## config.mk

```make
export PLATFORM = sky130hd
export DESIGN_NAME = mult_io_stage
export DESIGN_NICKNAME = d
export VERILOG_FILES = /design/src/rtl/mult_pkg.sv /design/src/rtl/array_mult.sv /design/src/rtl/mult_io_stage.sv
export SDC_FILE = /design/constraint.sdc
export NUM_CORES = 1
export LEC_CHECK = 0
export CAP_MARGIN = 25
export CORE_MARGIN = 5
export CORE_UTILIZATION = 45
export DETAILED_ROUTE_END_ITERATION = 7
export PLACE_DENSITY = 0.71
export SLEW_MARGIN = 20
export SYNTH_ARGS = -nofsm -noshare
export SYNTH_HDL_FRONTEND = slang
export SYNTH_SLANG_ARGS = --single-unit
```

## constraint.sdc

```tcl
create_clock -name clk -period 4.5 [get_ports clk]
set_input_delay 0.9 -clock clk [delete_from_list [all_inputs] [get_ports clk]]
set_output_delay 0.9 -clock clk [all_outputs]
set_load 0.005 [all_outputs]
```

## src/rtl/mult_pkg.sv

```systemverilog
`default_nettype none
// ============================================================================
// Module  : mult_pkg
// Purpose : Shared types and constants for the registered array multiplier.
//           Holds the handshake FSM state enum, the settle counter width,
//           the default WIDTH/SETTLE values and the full-adder cell function
//           from which the array core is built.
// Revision: 1.0 - initial release
// ============================================================================
package mult_pkg;

  // Settle counter width; it covers SETTLE values up to 15.
  localparam int CNT_W = 4;

  localparam int DEFAULT_WIDTH  = 4;
  localparam int DEFAULT_SETTLE = 1;

  typedef enum logic [1:0] {
    IDLE = 2'd0,
    CALC = 2'd1,
    DONE = 2'd2
  } mult_state_t;

  // One full-adder cell: returns {carry_out, sum}.
  function automatic logic [1:0] f_adder(input logic x, input logic y, input logic cin);
    return {(x & y) | (x & cin) | (y & cin), x ^ y ^ cin};
  endfunction

endpackage : mult_pkg
`default_nettype wire

```

## src/rtl/array_mult.sv

```systemverilog
`default_nettype none
// ============================================================================
// Module  : array_mult
// Purpose : Purely combinational unsigned WIDTH x WIDTH array multiplier made
//           of rows of ripple full-adder cells.
// Ports   : a_r [WIDTH-1:0]    registered multiplicand
//           b_r [WIDTH-1:0]    registered multiplier
//           p   [2*WIDTH-1:0]  full-width product a_r * b_r
// Revision: 1.0 - initial release
// ============================================================================
module array_mult
  import mult_pkg::*;
#(
  parameter int WIDTH = DEFAULT_WIDTH
) (
  input  logic [WIDTH-1:0]   a_r,
  input  logic [WIDTH-1:0]   b_r,
  output logic [2*WIDTH-1:0] p
);

  // acc holds the running partial sum aligned to the current row: bit 0 of
  // acc is product bit i after row i, so each row retires one product bit
  // and the remaining WIDTH bits feed the next row's adders.
  logic [WIDTH:0]   acc;
  logic [WIDTH-1:0] pp;
  logic [WIDTH-1:0] sum;
  logic             carry;
  logic [1:0]       fa;

  always_comb begin
    acc   = {1'b0, a_r & {WIDTH{b_r[0]}}};
    pp    = '0;
    sum   = '0;
    carry = 1'b0;
    fa    = '0;
    p     = '0;
    p[0]  = acc[0];
    for (int i = 1; i < WIDTH; i++) begin
      pp    = a_r & {WIDTH{b_r[i]}};
      carry = 1'b0;
      for (int j = 0; j < WIDTH; j++) begin
        fa     = f_adder(acc[j+1], pp[j], carry);
        sum[j] = fa[0];
        carry  = fa[1];
      end
      acc  = {carry, sum};
      p[i] = acc[0];
    end
    p[2*WIDTH-1:WIDTH] = acc[WIDTH:1];
  end

endmodule : array_mult
`default_nettype wire

```

## src/rtl/mult_io_stage.sv

```systemverilog
`default_nettype none
// ============================================================================
// Module  : mult_io_stage
// Purpose : Registered valid/ready wrapper around the combinational array
//           multiplier. Captures an operand pair, holds it for SETTLE cycles
//           while the array settles, then registers and presents the product
//           with downstream backpressure.
// Ports   : clk, rst                 clock, synchronous active-high reset
//           in_valid / in_ready      operand handshake
//           a, b [WIDTH-1:0]         unsigned operands (sampled on accept)
//           out_valid / out_ready    product handshake
//           product [2*WIDTH-1:0]    registered a*b
//           busy                     high while the array settles (CALC)
//           zero                     product==0 flag (only with macro
//                                    MULT_ZERO_FLAG_EN defined)
// Config  : `define MULT_ZERO_FLAG_EN to add the registered zero flag.
// Revision: 1.0 - initial release
// ============================================================================
module mult_io_stage
  import mult_pkg::*;
#(
  parameter int WIDTH  = DEFAULT_WIDTH,
  parameter int SETTLE = DEFAULT_SETTLE
) (
  input  logic               clk,
  input  logic               rst,
  input  logic               in_valid,
  output logic               in_ready,
  input  logic [WIDTH-1:0]   a,
  input  logic [WIDTH-1:0]   b,
  output logic               out_valid,
  input  logic               out_ready,
  output logic [2*WIDTH-1:0] product,
  output logic               busy
`ifdef MULT_ZERO_FLAG_EN
  ,
  output logic               zero
`endif
);

  localparam logic [CNT_W-1:0] CNT_LOAD = CNT_W'(SETTLE - 1);

  mult_state_t          state_q, state_d;
  logic [WIDTH-1:0]     a_q, a_d;
  logic [WIDTH-1:0]     b_q, b_d;
  logic [CNT_W-1:0]     cnt_q, cnt_d;
  logic [2*WIDTH-1:0]   product_q, product_d;
  logic                 out_valid_q, out_valid_d;
`ifdef MULT_ZERO_FLAG_EN
  logic                 zero_q, zero_d;
`endif

  logic [2*WIDTH-1:0]   w_p;

  // The array only ever sees the registered operands.
  array_mult #(
    .WIDTH (WIDTH)
  ) u_array (
    .a_r (a_q),
    .b_r (b_q),
    .p   (w_p)
  );

  always_comb begin
    state_d     = state_q;
    a_d         = a_q;
    b_d         = b_q;
    cnt_d       = cnt_q;
    product_d   = product_q;
    out_valid_d = out_valid_q;
`ifdef MULT_ZERO_FLAG_EN
    zero_d      = zero_q;
`endif
    case (state_q)
      IDLE: begin
        if (in_valid) begin
          a_d     = a;
          b_d     = b;
          cnt_d   = CNT_LOAD;
          state_d = CALC;
        end
      end
      CALC: begin
        if (cnt_q == '0) begin
          product_d   = w_p;
          out_valid_d = 1'b1;
`ifdef MULT_ZERO_FLAG_EN
          // Derived from the operands so it does not wait on the array.
          zero_d      = (a_q == '0) || (b_q == '0);
`endif
          state_d     = DONE;
        end else begin
          cnt_d = cnt_q - CNT_W'(1);
        end
      end
      DONE: begin
        if (out_ready) begin
          out_valid_d = 1'b0;
          // Same-edge handshake and accept skips the IDLE cycle.
          if (in_valid) begin
            a_d     = a;
            b_d     = b;
            cnt_d   = CNT_LOAD;
            state_d = CALC;
          end else begin
            state_d = IDLE;
          end
        end
      end
      default: begin
        state_d = IDLE;
      end
    endcase
  end

  always_ff @(posedge clk) begin
    if (rst) begin
      state_q     <= IDLE;
      a_q         <= '0;
      b_q         <= '0;
      cnt_q       <= '0;
      product_q   <= '0;
      out_valid_q <= 1'b0;
`ifdef MULT_ZERO_FLAG_EN
      zero_q      <= 1'b1;
`endif
    end else begin
      state_q     <= state_d;
      a_q         <= a_d;
      b_q         <= b_d;
      cnt_q       <= cnt_d;
      product_q   <= product_d;
      out_valid_q <= out_valid_d;
`ifdef MULT_ZERO_FLAG_EN
      zero_q      <= zero_d;
`endif
    end
  end

  // Pure decode of state and out_ready; in_valid never reaches in_ready.
  assign in_ready  = (state_q == IDLE) || ((state_q == DONE) && out_ready);
  assign busy      = (state_q == CALC);
  assign out_valid = out_valid_q;
  assign product   = product_q;
`ifdef MULT_ZERO_FLAG_EN
  assign zero      = zero_q;
`endif

endmodule : mult_io_stage
`default_nettype wire

```

After elaboration in Yosys (flattened, before gate mapping)

Cells that the tools add are included.
W data, S select, Z words.

Register bits: 23
Bits in latches: 0
Memory bits (writable): 0
ROM bits: 0
Output and inout bits: 11
Memories kept: 0

$add $sub $neg: 1
Multiply operators: 0
Divide/modulo/power cells: 0
Order comparisons: 0
Eq/ne operators: 6
Shifts and indexed selects: 0
Multiplexer cells: 18
Bitwise gates (word level): 68
Reduce and logical (&&, ||, !) cells: 12

Operator list:

| kind                  | number |
|---|---|
| $and A1 B1 Y1         | 28 |
| $mux W4               | 7 |
| $xor A1 B1 Y1         | 20 |
| $and A4 B4 Y4         | 4 |
| $or A1 B1 Y1          | 16 |
| $pmux W4 S2           | 2 |
| $pmux W4 S3           | 1 |
| $reduce_and A3 Y1     | 3 |
| $mux W2               | 3 |
| $ne A2 B2 Y1 const B  | 3 |
| $pmux W2 S3           | 1 |
| $logic_not A4 Y1      | 1 |
| $reduce_and A2 Y1     | 2 |
| $reduce_bool A2 Y1    | 2 |
| $sub A4 B1 Y4 const B | 1 |
| $mux W1               | 3 |
| $reduce_bool A3 Y1    | 1 |
| $eq A2 B1 Y1 const B  | 1 |
| $eq A2 B2 Y1 const B  | 1 |
| $logic_not A2 Y1      | 1 |
| $ne A2 B1 Y1 const B  | 1 |
| $pmux W1 S2           | 1 |
| $logic_and A1 B1 Y1   | 1 |
| $logic_or A1 B1 Y1    | 1 |

Depth between registers and ports, before layout

Gate-level depths: netlist of the first run.

Word-level depth: 20
Mapped depth: 15
Mapped depth without buffers: 15

Cells and area by module

From an unflattened synthesis of the first run, not the netlist that was laid out.

Cells, all modules: 162
Area total of the unflattened synthesis: 1402.6 um^2

By module, submodules not included:

| module        | instances | cells an instance | area each (um^2) | sequential area each (um^2) |
|---|---|---|---|---|
| mult_io_stage | 1         | 120               | 1051.0           | 460.4 |
| array_mult    | 1         | 42                | 351.6            | 0.0 |

Worst setup path after synthesis of the first run

Ideal clock, no wire load.

Path kind: register to register
Start point: register b_q[0]
End point: register product_q[6], in the netlist product[6]
Data arrival time: 3.645 ns
Path slack: 0.770 ns
Cell stages (with the launch flop): 14
Path buffers: 0
Period minus slack after synthesis: 3.730 ns
Cell sequence: dfxtp_1 -> and2_1 -> ha_1 -> fa_1 -> inv_1 -> fa_1 -> inv_1 -> fa_1 -> inv_1 -> fa_1 -> fa_1 -> fa_1 -> fa_1 -> a211oi_1

Cells in the longest elaborated chain, start to end: 18

RTL lines:

| item                        | line                 | source |
|---|---|---|
| start: declaration          | mult_io_stage.sv:45  | `logic [WIDTH-1:0] b_q, b_d;` |
| start signal: assignment    | mult_io_stage.sv:120 | `b_q <= '0;` |
| start signal: assignment    | mult_io_stage.sv:130 | `b_q <= b_d;` |
| $and A4 B4 Y4 (*)           | array_mult.sv:31     | `acc = {1'b0, a_r & {WIDTH{b_r[0]}}};` |
| $and A1 B1 Y1 (2 in series) | mult_pkg.sv:26       | `return {(x & y) \| (x & cin) \| (y & cin), x ^ y ^ cin};` |
| $or A1 B1 Y1 (2 in series)  | mult_pkg.sv:26       |  |
| $and A1 B1 Y1               | mult_pkg.sv:26       |  |
| $or A1 B1 Y1 (2 in series)  | mult_pkg.sv:26       |  |
| $xor A1 B1 Y1 (3 in series) | mult_pkg.sv:26       |  |
| $and A1 B1 Y1               | mult_pkg.sv:26       |  |
| $or A1 B1 Y1 (2 in series)  | mult_pkg.sv:26       |  |
| $and A1 B1 Y1               | mult_pkg.sv:26       |  |
| $or A1 B1 Y1 (2 in series)  | mult_pkg.sv:26       |  |
| $xor A1 B1 Y1 (*)           | mult_pkg.sv:26       |  |
| end signal: assignment      | mult_io_stage.sv:132 | `product_q <= product_d;` |
| end: declaration            | mult_io_stage.sv:47  | `logic [2*WIDTH-1:0] product_q, product_d;` |

Mark *: on every way between the ends. The rest lies on a longest branch, timed or not.
A chain may end at the register's enable or synchronous reset.

Worst setup path in the final report of the first run

Same ends and word-level chain as after synthesis.

==> metrics.yaml, run 1 <==
synthTopCellsByArea: "dfxtp_1 34%, fa_1 12%, a21oi_1 6.2%"
setup_viol_count_final: 0
async_flop_share_pct: 0
start_kind: "flip-flop"
cp-startpoint: "b_q[0]$_SDFFE_PP0P_"
final_util_pct: 54.3
power_uw: 463
synthMuxAreaShare_pct: 0.825
cpMaxStageDelayCell: "fa_1"
grt_max_degree: 29
p_leak_uw: 0.000610
drv_slew: 0
syn_nets: 177
initial_core_util_pct: 45.8
hold_slack_ns: 0.489
hold_class: "reg2reg"
reg2reg_depth: 13
yosysSeqAreaShare_pct: 33.7
io_buffers: 22
cts.repair.resized: 0
synth-main-ff-cell: "dfxtp_1"
synth_top_area_share_pct: 33.7
drc: 0
dieArea_sq_mm: 0.00423
hold_end: "product[3]$_SDFFE_PP0P_"
power.density_mw_per_mm2: 286
num-nets-final: 195
slew_headroom_pct: 38.0
ant_nets: 0
synth_most_common_cell: "dfxtp_1"
clk_latency_ns: 0.32
tritoncts: "yes"
gp_congestion: 0.846
fmax_ghz: 0.254
yosys.area_share.simple_pct: 20.9
reg2reg_to: "product[6]$_SDFFE_PP0P_"
clock_skew_ns: 0.00922
syn-mean-instance-area_sq_um: 9.04
cts_buffer_depth: 2
r2r-start: "b_q[0]$_SDFFE_PP0P_"
status: "finished clean"
slowest_delay_ns: 0.47
tightest_slew_ns: 0.927
worstHoldPathCells: 2
num_rows: 20
synth_edf_count: 0
dieHeight_um: 65.1
die_w_um: 65.1
ys_warn_count: 0
wl_per_cell_um: 13.6
synth_xor_area_share_pct: 0
place_area_sq_mm: 0.00159
clock_sink_count: 23
syn_inst: 151
synthAdderAreaFrac_pct: 17.2
rsz0062_at_grt: "false"
r2r_slack_ns: 0.57
dr.pass1.iters: 4
min_period_over_period_pct: 87.4
worst_ep_required_time_ns: 4.72
viasPerCell: 5.66
yosysTopAreaCell: "dfxtp_1"
worstHoldStart: "product[3]$_SDFFE_PP0P_"
synth_top_family_by_area: "simple AND/OR/NAND/NOR gates"
synth.cells.most_frequent: "23 x dfxtp_1, 17 x a21oi_1, 14 x inv_1"
hold_violations: 0
place_hpwl_mm: 2.09
ctsHoldBuffers: 0
grt_pass1_vias: 1039
wl_mm: 2.73
layout_min_cycle_time_ns: 3.93
crit_family: "adder cells"
arrival_ns: 4.15
maxCapViolCount: 0
syn_area_sq_mm: 0.00137
critical_path_class: "reg2reg"
path_max_fanout: 5
tns_ns: 0
cts_htree_levels: 1
peakVddDrop_uv: 131
num_io_pins: 23
cts_root_buf: "clkbuf_4"
drive_above_1_share_pct: 5.36
path_common_cell: "fa_1"
cts_made_buffers: 3
end_kind: "flip-flop"
antenna_found_initial: 0
post-cts-setup-buffer-count: 0
synthToLayoutAreaGrowth_pct: 18.5
synth-compound-area-share_pct: 19.7
crit_chain: "and2_1 > ha_1 > fa_1 > inv_1 > fa_1 > inv_1 > fa_1 > inv_1 > fa_1 > fa_1 > fa_1 > fa_1 > a211oi_1"
critPathBufInv: 3
ys_types: 35
drt-initial-drc-count: 82
grt_util_all_layers_pct: 14.3
coreArea_sq_mm: 0.00298
finalInstanceArea_sq_mm: 0.00162
diodes: 0
vias: 1137
grt_pass1_wl_mm: 4.82
cts.clk_slew.worst_paths_ns: 0.13
ys_seq_elements: 23
overflow: 0
## cells by family (layout without fill, tap and decap cells)
family | after synthesis | in the layout
DFF | 23 | 23
muxes | 1 | 1
buffers and inverters | 26 | 43
and+or+nand+nor | 46 | 46
AOI/OAI and AO/OA | 41 | 41
adders and majority gates | 14 | 14
## area by class of cell
class | instances | area, sq um
inverter | 16 | 60.1
multi-input combinational | 102 | 801
timing repair buffer | 23 | 228
sequential | 23 | 460
clock buffer | 3 | 22.5
clock inverter | 1 | 5.00
tap | 33 | 41.3
fill | 276 | 1360
## layout by cell type (no fill, tap or decap), types with 2 or more instances in the layout
cell,n
dfxtp_1,23
clkdlybuf4s50_1,22
a21oi_1,17
inv_1,14
o31ai_1,10
and2_1,9
nand4b_1,8
fa_1,8
nand2_1,7
ha_1,6
nor2_1,5
o21ai_0,4
a211oi_1,4
or3_1,3
nand3_1,3
clkbuf_4,3
nor2b_1,2
a221oi_1,2
o32ai_1,2
## power by group
group	switching, uW	total [uW]	internal [uW]
Clock	64.1	97.4	33.3
Sequential	20.4	243	222
Combinational	58.8	123	64.6
Total	143	463	320
## stage by stage
stage / setup WS [ns] / instances
final: 0.568 / 201
after global routing: 0.290 / 201
after CTS: 0.565 / 201
after detailed placement: 0.592 / 197
after global placement: 0.696 / 197
after floorplan: 0.770 / 151
## registers in the layout, summed over array words and instances, names as in the netlist
name	flops
a_q	4
b_q	4
cnt_q	4
out_valid	1
product	8
state_q	2
## worst register-to-register path: stages (launching register included)
cell	delay [ns]
dfxtp_1	0.40
and2_1	0.15
ha_1	0.16
fa_1	0.16
inv_1	0.05
fa_1	0.47
inv_1	0.05
fa_1	0.41
inv_1	0.08
fa_1	0.44
fa_1	0.46
fa_1	0.39
fa_1	0.43
a211oi_1	0.20
## worst max-delay path by stage
stage / to / slack [ns] / cells after the start
after detailed placement: product[6]$_SDFFE_PP0P_ / 0.59 / 13
after global placement: product[6]$_SDFFE_PP0P_ / 0.70 / 13
after floorplan: product[6]$_SDFFE_PP0P_ / 0.77 / 13
after CTS: product[6]$_SDFFE_PP0P_ / 0.56 / 13
final: product[6]$_SDFFE_PP0P_ / 0.57 / 13
after global routing: product[6]$_SDFFE_PP0P_ / 0.29 / 13
## per-layer routing
metal	track usage [%]	up-vias	wire length (um)	part of all wire, %
met2	22.3	28	1240	45
met3	2.43	4	141	5.2
met5	0	-	0	0
met1	19.4	538	1320	48
met4	5.70	0	31	1.1
li1	-	567	-	-
No activity file was read; power rests on OpenSTA's default activity.
==> run 2, diff against run 1 <==
- CAP_MARGIN: 25 -> 15
- SLEW_MARGIN: 20 -> unset
==> results of run 2 <==
The final DEF is identical to that of run 1; final timing and power are the same.
==> run 3, diff against run 2 <==
- CORE_MARGIN: 5 -> 3
- clock period: 4.5 -> 4.6 ns (I/O delays scaled with it)
==> run 3 against run 2 <==
Effect of this change:
- sequential power shrank 2%
- flip-flop and latch count did not move
- setup slack improved by 0.084 ns
- via count shrank 1.5%
- global-route usage grew 2.7 points
- wire length increased by 0.29%
- critical path depth unchanged
- non-clock buffer count did not move
- clock-buffer cell count unchanged
- power decreased by 2.3%
- fmax fell by 0.39%
- clock power shrank 3.2%
==> metrics.yaml, run 3 (synthesis results as in run 1) <==
wl_mm: 2.74  # +0.29%
status: "finished clean"
clock_sink_count: 23  # unchanged
sequentialPowerShare_pct: 52.5  # about the same
fin_cells: 199  # -1.0%
synthToLayoutAreaGrowth_pct: 18.3
cts.clk_slew.worst_paths_ns: 0.13  # about the same
diodes: 0  # unchanged
worstHoldStart: "product[1]$_SDFFE_PP0P_"
ant_nets: 0  # unchanged
layout_min_cycle_time_ns: 3.95  # +0.0155 ns
initial_core_util_pct: 48.3  # +2.4 points
setup_viol_count_final: 0  # unchanged
hold_violations: 0  # unchanged
slew_headroom_pct: 37.8  # -0.25 points
final_common_cell: "dfxtp_1"
viasPerCell: 5.63  # -0.51%
clk_latency_ns: 0.31  # about the same
grt_pass1_vias: 1101  # +6.0%
cp-startpoint: "a_q[0]$_SDFFE_PP0P_"
wl_per_cell_um: 13.8  # +1.3%
cts_buffer_depth: 2  # unchanged
tritoncts: "yes"
fmax_ghz: 0.253  # -0.39%
path_common_cell: "fa_1"
peakVddDrop_uv: 189  # +45%
arrival_ns: 4.17  # +0.02 ns
dp.cells: 195  # -1.0%
swShare_pct: 30.8  # -0.099 points
power.density_mw_per_mm2: 280  # -2.1%
r2r-start: "a_q[0]$_SDFFE_PP0P_"
start_kind: "flip-flop"
cpMaxStageDelayCell: "fa_1"
crit_family: "adder cells"
min_period_over_period_pct: 85.8  # -1.6 points
finalInstanceArea_sq_mm: 0.00162  # -0.15%
num-nets-final: 195  # unchanged
hold_class: "reg2reg"
post-cts-setup-buffer-count: 0  # unchanged
antenna_found_initial: 0  # unchanged
worst_ep_required_time_ns: 4.82  # +0.10 ns
internal-power_uw: 313  # -2.1%
gp_congestion: 0.797  # -5.8%
critical_path_class: "reg2reg"
dieHeight_um: 61.1  # -6.1%
cts.repair.resized: 0  # unchanged
num_io_pins: 23  # unchanged
num_rows: 19  # -5.0%
cts_root_buf: "clkbuf_4"
critPathBufInv: 3  # unchanged
combinationalPowerShare_pct: 26.7  # about the same
overflow: 0  # unchanged
crit_chain: "and2_1 > ha_1 > fa_1 > inv_1 > fa_1 > inv_1 > fa_1 > inv_1 > fa_1 > fa_1 > fa_1 > fa_1 > a211oi_1"
grt_max_degree: 29  # unchanged
place_hpwl_mm: 2.09  # about the same
grt_util_all_layers_pct: 17.0  # +2.7 points
dr.pass1.iters: 4  # unchanged
io_buffers: 22  # unchanged
place_area_sq_mm: 0.00159  # -0.16%
drv_slew: 0  # unchanged
tightest_slew_ns: 0.931  # +0.00377 ns
slowest_delay_ns: 0.47  # about the same
drc: 0  # unchanged
final_util_pct: 57.1  # +2.8 points
cts_htree_levels: 1  # unchanged
drt-initial-drc-count: 41  # -50%
ctsHoldBuffers: 0  # unchanged
end_kind: "flip-flop"
largest_reg_flops: 8  # unchanged
num-fill-cells: 269  # -2.5%
path_max_fanout: 5  # unchanged
drive_above_1_share_pct: 5.36  # unchanged
coreArea_sq_mm: 0.00283  # -5.0%
die_w_um: 61.1  # -6.1%
rsz0062_at_grt: "false"
clock_skew_ns: 0.00118  # -0.00804 ns
dieArea_sq_mm: 0.00373  # -12%
layout_common_cells: "23 x dfxtp_1, 22 x clkdlybuf4s50_1, 17 x a21oi_1"
power.switching_uw: 140  # -2.6%
maxCapViolCount: 0  # unchanged
p_leak_uw: 0.000610  # unchanged
p_clk_share_pct: 20.8  # -0.2 points
cts_made_buffers: 3  # unchanged
vias: 1120  # -1.5%
tns_ns: 0  # unchanged
grt_pass1_wl_mm: 4.80  # -0.58%
-- run 3: power groups by stage --
stage	combinational (uW)	clock, uW	sequential [uW]
2_1_floorplan	80.4	0	234
3_3_place_gp	119	0	241
3_5_place_dp	121	0	242
4_1_cts	122	101	237
5_1_grt	136	106	241
6_report	121	94.3	238
-- run 3: worst reg2reg max path, cell delays in order (launching register included) --
cell	delay, ns
dfxtp_1	0.41
and2_1	0.16
ha_1	0.16
fa_1	0.16
inv_1	0.05
fa_1	0.48
inv_1	0.05
fa_1	0.40
inv_1	0.08
fa_1	0.44
fa_1	0.45
fa_1	0.39
fa_1	0.43
a211oi_1	0.19
-- run 3: final timing paths --
check,to,slack [ns],cells past startpoint
worst max-delay path,product[6]$_SDFFE_PP0P_,0.65,13
worst min register to register,product[1]$_SDFFE_PP0P_,0.49,2
worst min-delay path,product[1]$_SDFFE_PP0P_,0.49,2
worst max register to register,product[6]$_SDFFE_PP0P_,0.65,13
-- run 3: per-layer routing --
layer | part of all wire (%) | GRT usage [%]
met5 | 0 | 0
met4 | 0.62 | 6.50
met3 | 4.2 | 2.10
met2 | 46 | 27.8
met1 | 49 | 22.9
-- run 3: final cells by class --
type | instances | area (sq um) | area share, %
multi-input cells | 102 | 801 | 49.6
flip-flops and latches | 23 | 460 | 28.5
repair buffers | 23 | 228 | 14.1
inverters | 16 | 60.1 | 3.72
well taps | 31 | 38.8 | 2.40
clock buffers | 3 | 22.5 | 1.39
clock inverters | 1 | 5.00 | 0.310
-- run 3: metrics by stage --
stage | hold slack, ns | total power, uW | setup slack, ns
floorplan | 0.466 | 315 | 0.870
global placement | 0.467 | 360 | 0.794
detailed placement | 0.468 | 363 | 0.671
CTS | 0.487 | 460 | 0.626
global route | 0.507 | 484 | 0.419
finish | 0.485 | 453 | 0.652
